$ cat src/rtl/alu_op_sequencer.sv
// Multicycle issue/writeback sequencer driving a combinational ALU.
// Ports: clk/rst, INSTR handshake, ALU_A/B/S2_ALU_OP out, ALU_RESULT in,
//   DONE/RESULT/ZERO status, DBG_ADDR/DBG_DATA register peek.
module alu_op_sequencer #(
  parameter int n = 32
) (
  input  logic         clk,
  input  logic         rst,
  input  logic [15:0]  INSTR,
  input  logic         INSTR_VALID,
  output logic         INSTR_READY,
  output logic [n-1:0] ALU_A,
  output logic [n-1:0] ALU_B,
  output logic [2:0]   S2_ALU_OP,
  input  logic [n-1:0] ALU_RESULT,
  output logic         DONE,
  output logic [n-1:0] RESULT,
  output logic         ZERO,
  input  logic [2:0]   DBG_ADDR,
  output logic [n-1:0] DBG_DATA
);

  typedef enum logic [1:0] {
    IDLE = 2'd0,
    EXEC = 2'd1,
    WB   = 2'd2
  } state_t;

  state_t state_q, state_d;

  logic [n-1:0] rf_q [8];
  logic [n-1:0] a_q, b_q, res_q;
  logic [2:0]   op_q, rd_q;

  logic [2:0]   f_op, f_rd, f_rs1, f_rs2;
  logic         f_imm;
  logic [5:0]   f_iv;
  logic [n-1:0] rd_a, rd_b, opnd_b;
  logic         accept;

  assign f_op  = INSTR[15:13];
  assign f_rd  = INSTR[12:10];
  assign f_rs1 = INSTR[9:7];
  assign f_rs2 = INSTR[6:4];
  assign f_imm = INSTR[3];
  assign f_iv  = {INSTR[6:4], INSTR[2:0]};

  // R0 is hardwired to zero on every read port.
  assign rd_a = (f_rs1 == 3'd0) ? '0 : rf_q[f_rs1];
  assign rd_b = (f_rs2 == 3'd0) ? '0 : rf_q[f_rs2];
  assign opnd_b = f_imm ? {{(n-6){1'b0}}, f_iv} : rd_b;
  assign DBG_DATA = (DBG_ADDR == 3'd0) ? '0 : rf_q[DBG_ADDR];

  assign accept = (state_q == IDLE) && INSTR_VALID;

  always_ff @(posedge clk) begin
    if (rst) state_q <= IDLE;
    else     state_q <= state_d;
  end

  always_comb begin
    state_d = state_q;
    unique case (state_q)
      IDLE:    if (INSTR_VALID) state_d = EXEC;
      EXEC:    state_d = WB;
      WB:      state_d = IDLE;
      default: state_d = IDLE;
    endcase
  end

  // Handshake/strobe outputs are forced low while reset is held so an
  // aborted WB never shows DONE and no accept is advertised during reset.
  always_comb begin
    INSTR_READY = 1'b0;
    DONE        = 1'b0;
    if (!rst) begin
      INSTR_READY = (state_q == IDLE);
      DONE        = (state_q == WB);
    end
  end

  always_ff @(posedge clk) begin
    if (rst) begin
      a_q   <= '0;
      b_q   <= '0;
      op_q  <= '0;
      rd_q  <= '0;
      res_q <= '0;
      for (int i = 0; i < 8; i++) rf_q[i] <= '0;
    end else begin
      if (accept) begin
        a_q  <= rd_a;
        b_q  <= opnd_b;
        op_q <= f_op;
        rd_q <= f_rd;
      end
      if (state_q == EXEC) res_q <= ALU_RESULT;
      if (state_q == WB && rd_q != 3'd0) rf_q[rd_q] <= res_q;
    end
  end

  assign ALU_A     = a_q;
  assign ALU_B     = b_q;
  assign S2_ALU_OP = op_q;
  assign RESULT    = res_q;
  assign ZERO      = (res_q == '0);

endmodule

$ cat config.mk
export PLATFORM = sky130hd
export DESIGN_NAME = alu_op_sequencer
export DESIGN_NICKNAME = d
export VERILOG_FILES = /design/src/rtl/alu_op_sequencer.sv
export SDC_FILE = /design/constraint.sdc
export NUM_CORES = 1
export LEC_CHECK = 0
export CAP_MARGIN = 20
export CORE_MARGIN = 1
export CORE_UTILIZATION = 35
export DETAILED_ROUTE_END_ITERATION = 10
export PLACE_DENSITY = 0.62
export SYNTH_ARGS = -nofsm -noshare
export SYNTH_HDL_FRONTEND = slang
export SYNTH_SLANG_ARGS = --single-unit
$ cat constraint.sdc
create_clock -name clk -period 6.75 [get_ports clk]
set_clock_uncertainty 0.05 [all_clocks]
set_input_delay 1.35 -clock clk [delete_from_list [all_inputs] [get_ports clk]]
set_output_delay 1.35 -clock clk [all_outputs]
set_load 0.05 [all_outputs]
======== Word level (Yosys, flattened, before mapping) ========
Memory sizes are Yosys's and may differ from the RTL's.
Index checks and enable logic that the tools add are counted.
word-level totals
  ROM bits ................................ 0
  register bits ........................... 104
  latch bits .............................. 0
  output and inout bits ................... 134
  RAM bits ................................ 256
  memories kept ........................... 1
  logic and storage cells ................. 35
memories
  memory  words  width  rd ports  clocked after Yosys merged registers in  wr ports  RTL line  source
  rf_q    8      32     3         0                                        8         31        logic [n-1:0] rf_q [8];
operators by class
  bitwise logic cells ..................... 0
  shift-type cells ........................ 0
  reductions and logical operators ........ 9
  $mul .................................... 0
  order comparisons ....................... 0
  eq/ne operators ......................... 3
  add/subtract/negate cells ............... 0
  divide/modulo/power cells ............... 0
  mux-type cells .......................... 16
operators by type and width
  operator                                                          count
  32-bit two-way mux                                                5
  32-bit zero test                                                  1
  32-bit OR reduction                                               1
  3-bit zero test                                                   3
  1-bit two-way mux                                                 8
  2-bit case mux with 2 select lines                                1
  3-bit two-way mux                                                 1
  3-bit nonzero test                                                1
  2-bit by 1-bit == test with 1-bit output (second input constant)  1
  2-bit == test (second input constant)                             1
  1-bit logical AND                                                 2
  2-bit zero test                                                   1
  2-bit two-way mux                                                 1
  2-bit != test (second input constant)                             1

======== Depth between registers and ports, before layout ========
  depth after elaboration ................. 7
  gate-level depth with buffers ........... 8
  gate-level depth less buffers ........... 5

======== Least setup slack after synthesis ========
OpenSTA, ideal clock, no wires.
  path type ............................... input port to flip-flop
  from .................................... input rst
  to ...................................... memory rf_q[6][0], enable pin
  required time ........................... 6234 ps
  slack ................................... 1756 ps
  cell stages on the path ................. 3
  buffers on the path ..................... 0
  arrival ................................. 4478 ps
  library setup time ...................... 466 ps
  path through ............................ nor3b_4 > nand2b_1 > o21ai_0
RTL lines
  item             RTL line  source
  start, declared  8         input logic rst,
  end, declared    31

======== Final worst setup path ========
  from .................................... input DBG_ADDR[1]
  to ...................................... output DBG_DATA[6]
on the way
  longest elaborated chain between the ends .. 2
  elaborated cells between the ends (all ways) .. 3
ends and longest elaborated chain
  item                                                  RTL line  source
  start, declared                                       19        input logic [2:0] DBG_ADDR,
  memory 8 x 32 bit or 3-bit zero test (tied branches)  --
  32-bit two-way mux *                                  52        assign DBG_DATA = (DBG_ADDR == 3'd0) ? '0 : rf_q[DBG_ADDR];
  end, declared                                         20        output logic [n-1:0] DBG_DATA
Every way passes the cells marked *; elsewhere a longest branch is shown, timed or not.

==> flow_summary.yaml <==
timing:
  setup_viol: 0
  tightest_slew_ns: 1.17
  maxSlewViolCount: 0
  tns_ns: 0
  finalCriticalPeriod_ns: 5.43
  rsz0062_at_grt: "no"
  report.final.hold_viol_count: 0
  fin_crit_sh_pct: 80.4
  slew_headroom_pct: 21.6
  max_freq_mhz: 184
worst_setup_path:
  crit_buf_inv: 3
  path_delay_family: "buffers and inverters"
  crit_cells: 6
  cp-startpoint: "DBG_ADDR[1]"
  cp-start-kind: "primary input"
  crit_end: "DBG_DATA[6]"
  path_cells: "buf_2, buf_4, mux2_2, a22oi_1, o21ai_0, clkdlybuf4s50_1"
  worstReg2RegEnd: "rf_q[1][22]"
  slowest_delay_ns: 0.90
  reg2reg_depth: 5
  cp.arrival_ns: 4.03
  timing.rr.start: "state_q[1]"
  endpoint_kind: "output pin"
  required_ns: 5.35
  worstSetupPathType: "primary input to output pin"
  slowest_stage: "clkdlybuf4s50_1"
  rrSetupSlack_ns: 3.59
  crit_fanout: 64
global_route:
  grt_max_degree: 68
  grt_usage_pct: 23.5
  grt-ovfl-total: 0
  grt_pass1_vias: 12789
  grt_antenna_before_repair: 0
  grt_pass1_wl_mm: 85.1
synthesis:
  syn_inst: 1401
  yosysUniqueCellTypes: 43
  ys_seq_area_share_pct: 51.8
  synth_top_area_share_pct: 39.6
  synth_area_mm2: 0.0170
  synth-seq-cells: 328
  ys_warn_count: 0
  synth_nets: 1455
  synth_top_cell_by_area: "edfxtp_1"
  synth_area_leaders: "edfxtp_1 (40%), dfxtp_1 (12%), mux4_2 (10%)"
  synth-main-ff-cell: "edfxtp_1"
  syn_avg_cell_area_um2: 12.1
  synth-edff-count: 224
  async_reset_ff_share_pct: 0
placement:
  dp_cells: 2110
  dp_hpwl_mm: 34.9
  numPortBuffers: 187
  gp_congestion: 0.807
layout:
  synthToLayoutAreaGrowth_pct: 22.2
  nFillCells: 4390
  diodes: 0
  multiInputGateArea_mm2: 0.00773
  final_nets: 1592
  fin_cells: 2183
  drive_above_1_share_pct: 18.9
  seq_area_mm2: 0.00881
clocking:
  clockRootBuffer: "clkbuf_16"
  postCtsSetupRepairBufs: 0
  hold_buffers: 0
  ctsHtreeMaxLevel: 2
  cts_sinks: 328
  cts_tree: "built"
  insertion_delay_ns: 0.56
  cts-buffers-inserted: 38
  cts_resized: 0
  clk_path_buf_depth: 3
  path_clk_slew_ns: 0.06
die:
  dieArea_mm2: 0.0494
  initial_core_util_pct: 35.5
  die_w_um: 222
  boundaryPins: 188
  rows: 80
  die_y_um: 222
  core_area_mm2: 0.0478
drt:
  wl_per_cell_um: 27.0
  via_per_inst: 5.83
  ant_nets: 0
  drt-pass1-iter-count: 5
  vias: 12717
  drtIter0Drc: 1161
  wirelength_mm: 58.9
  drc_errors: 0
flow_run:
  cap_violations: 0
pwr:
  p_per_area_mw_per_mm2: 256
  finalPower_uw: 5320
  leakagePower_uw: 0.00738
  peakVddDrop_uv: 160
worst_hold_path:
  min_path_type: "flop to flop"
  whs_path_depth: 2
outcome:
  status: "complete, no violations"
-- cell usage in the layout (no fill, tap or decap), types with 6 or more instances in the layout --
master	netlist	routed
and2_1	225	225
buf_4	7	30
o21ai_0	66	60
mux2i_1	39	39
nor4_1	10	10
nor3_1	7	7
nor2_4	1	8
edfxtp_1	224	224
a221oi_1	36	36
buf_2	32	7
a21oi_1	61	61
clkbuf_1	52	10
clkbuf_16	0	42
mux2_2	93	93
clkbuf_8	0	7
nand2_1	138	138
a211oi_1	14	14
a22oi_1	73	73
nor2_1	31	25
o21ai_4	0	6
dfxtp_1	104	104
a22o_1	43	43
clkdlybuf4s50_1	0	177
mux4_2	78	78
-- cell families (layout without fill, tap and decap cells) --
family / count (synthesis) / in the layout / share of synthesized area (%)
flops: 328 / 328 / 51.8
compound gates: 298 / 298 / 11.9
mux: 210 / 210 / 18.8
simple gates: 440 / 440 / 14.0
buf+inv: 125 / 292 / 3.48
-- sequential cells by signal (all words and copies together) (netlist names) --
signal,flops
RESULT,32
rf_q,224
S2_ALU_OP,3
state_q,2
ALU_B,32
rd_q,3
ALU_A,32
-- worst min-delay path by stage --
stage                         to    startpoint  slack [ns]
finish              S2_ALU_OP[2]  S2_ALU_OP[2]        0.42
global route        S2_ALU_OP[0]  S2_ALU_OP[0]        0.43
CTS                 S2_ALU_OP[2]  S2_ALU_OP[2]        0.41
detailed placement  S2_ALU_OP[2]  S2_ALU_OP[2]        0.40
global placement    S2_ALU_OP[2]  S2_ALU_OP[2]        0.40
floorplan                rd_q[2]       rd_q[2]        0.45
-- per-layer routing --
layer  track usage (%)  vias up  wire length [um]
met2              38.6      632             27800
met3              4.47      109              4730
li1                  -     5570                 -
met4              8.77        0              1710
met1              30.7     6406             24600
met5                 0        -                 0
-- report_power, final --
part / switching, uW / leakage, uW / internal [uW]
sequential: 88.4 / 0.00316 / 2230
clock: 849 / 0.000649 / 1340
combinational: 521 / 0.00357 / 297
-- stage by stage --
step | hold WS, ns | setup WS (ns) | util [%] | instance area (um^2)
3_5_place_dp | 0.401 | 1.33 | 40.5 | 19400
2_1_floorplan | 0.453 | 1.76 | - | 17000
4_1_cts | 0.410 | 1.32 | 43.3 | 20700
3_3_place_gp | 0.402 | 1.35 | 40.4 | 19400
6_report | 0.423 | 1.32 | 43.4 | 20800
5_1_grt | 0.431 | 1.22 | 43.4 | 20800
-- worst min-delay path: cells and delay by family, from the launching register on --
kind | cells | cell delay (ns)
AOI/OAI and AO/OA | 1 | 0.05
and+or+nand+nor | 1 | 0.05
DFF | 1 | 0.32
-- synth_stat cells (all sizes together), types with 2 or more instances --
| cell | instances |
|---|---|
| mux2i | 39 |
| nor4 | 10 |
| nand4 | 3 |
| nor2 | 33 |
| nor3b | 4 |
| a221oi | 36 |
| nor3 | 8 |
| nand2 | 140 |
| nor2b | 6 |
| a211oi | 14 |
| a22oi | 73 |
| mux2 | 93 |
| buf | 54 |
| a21oi | 61 |
| dfxtp | 104 |
| nand2b | 6 |
| mux4 | 78 |
| and2 | 225 |
| a22o | 43 |
| edfxtp | 224 |
| clkbuf | 67 |
| o21ai | 66 |
| and3 | 2 |
| inv | 3 |
-- cell type report --
type / instances / area share [%]
flip-flops and latches: 328 / 42.4
multi-input cells: 948 / 37.2
repair buffers: 218 / 10.2
clock buffers: 61 / 5.78
well taps: 615 / 3.70
clock inverters: 9 / 0.602
inverters: 4 / 0.0723
Note: power is estimated with default switching activity, not from simulation.
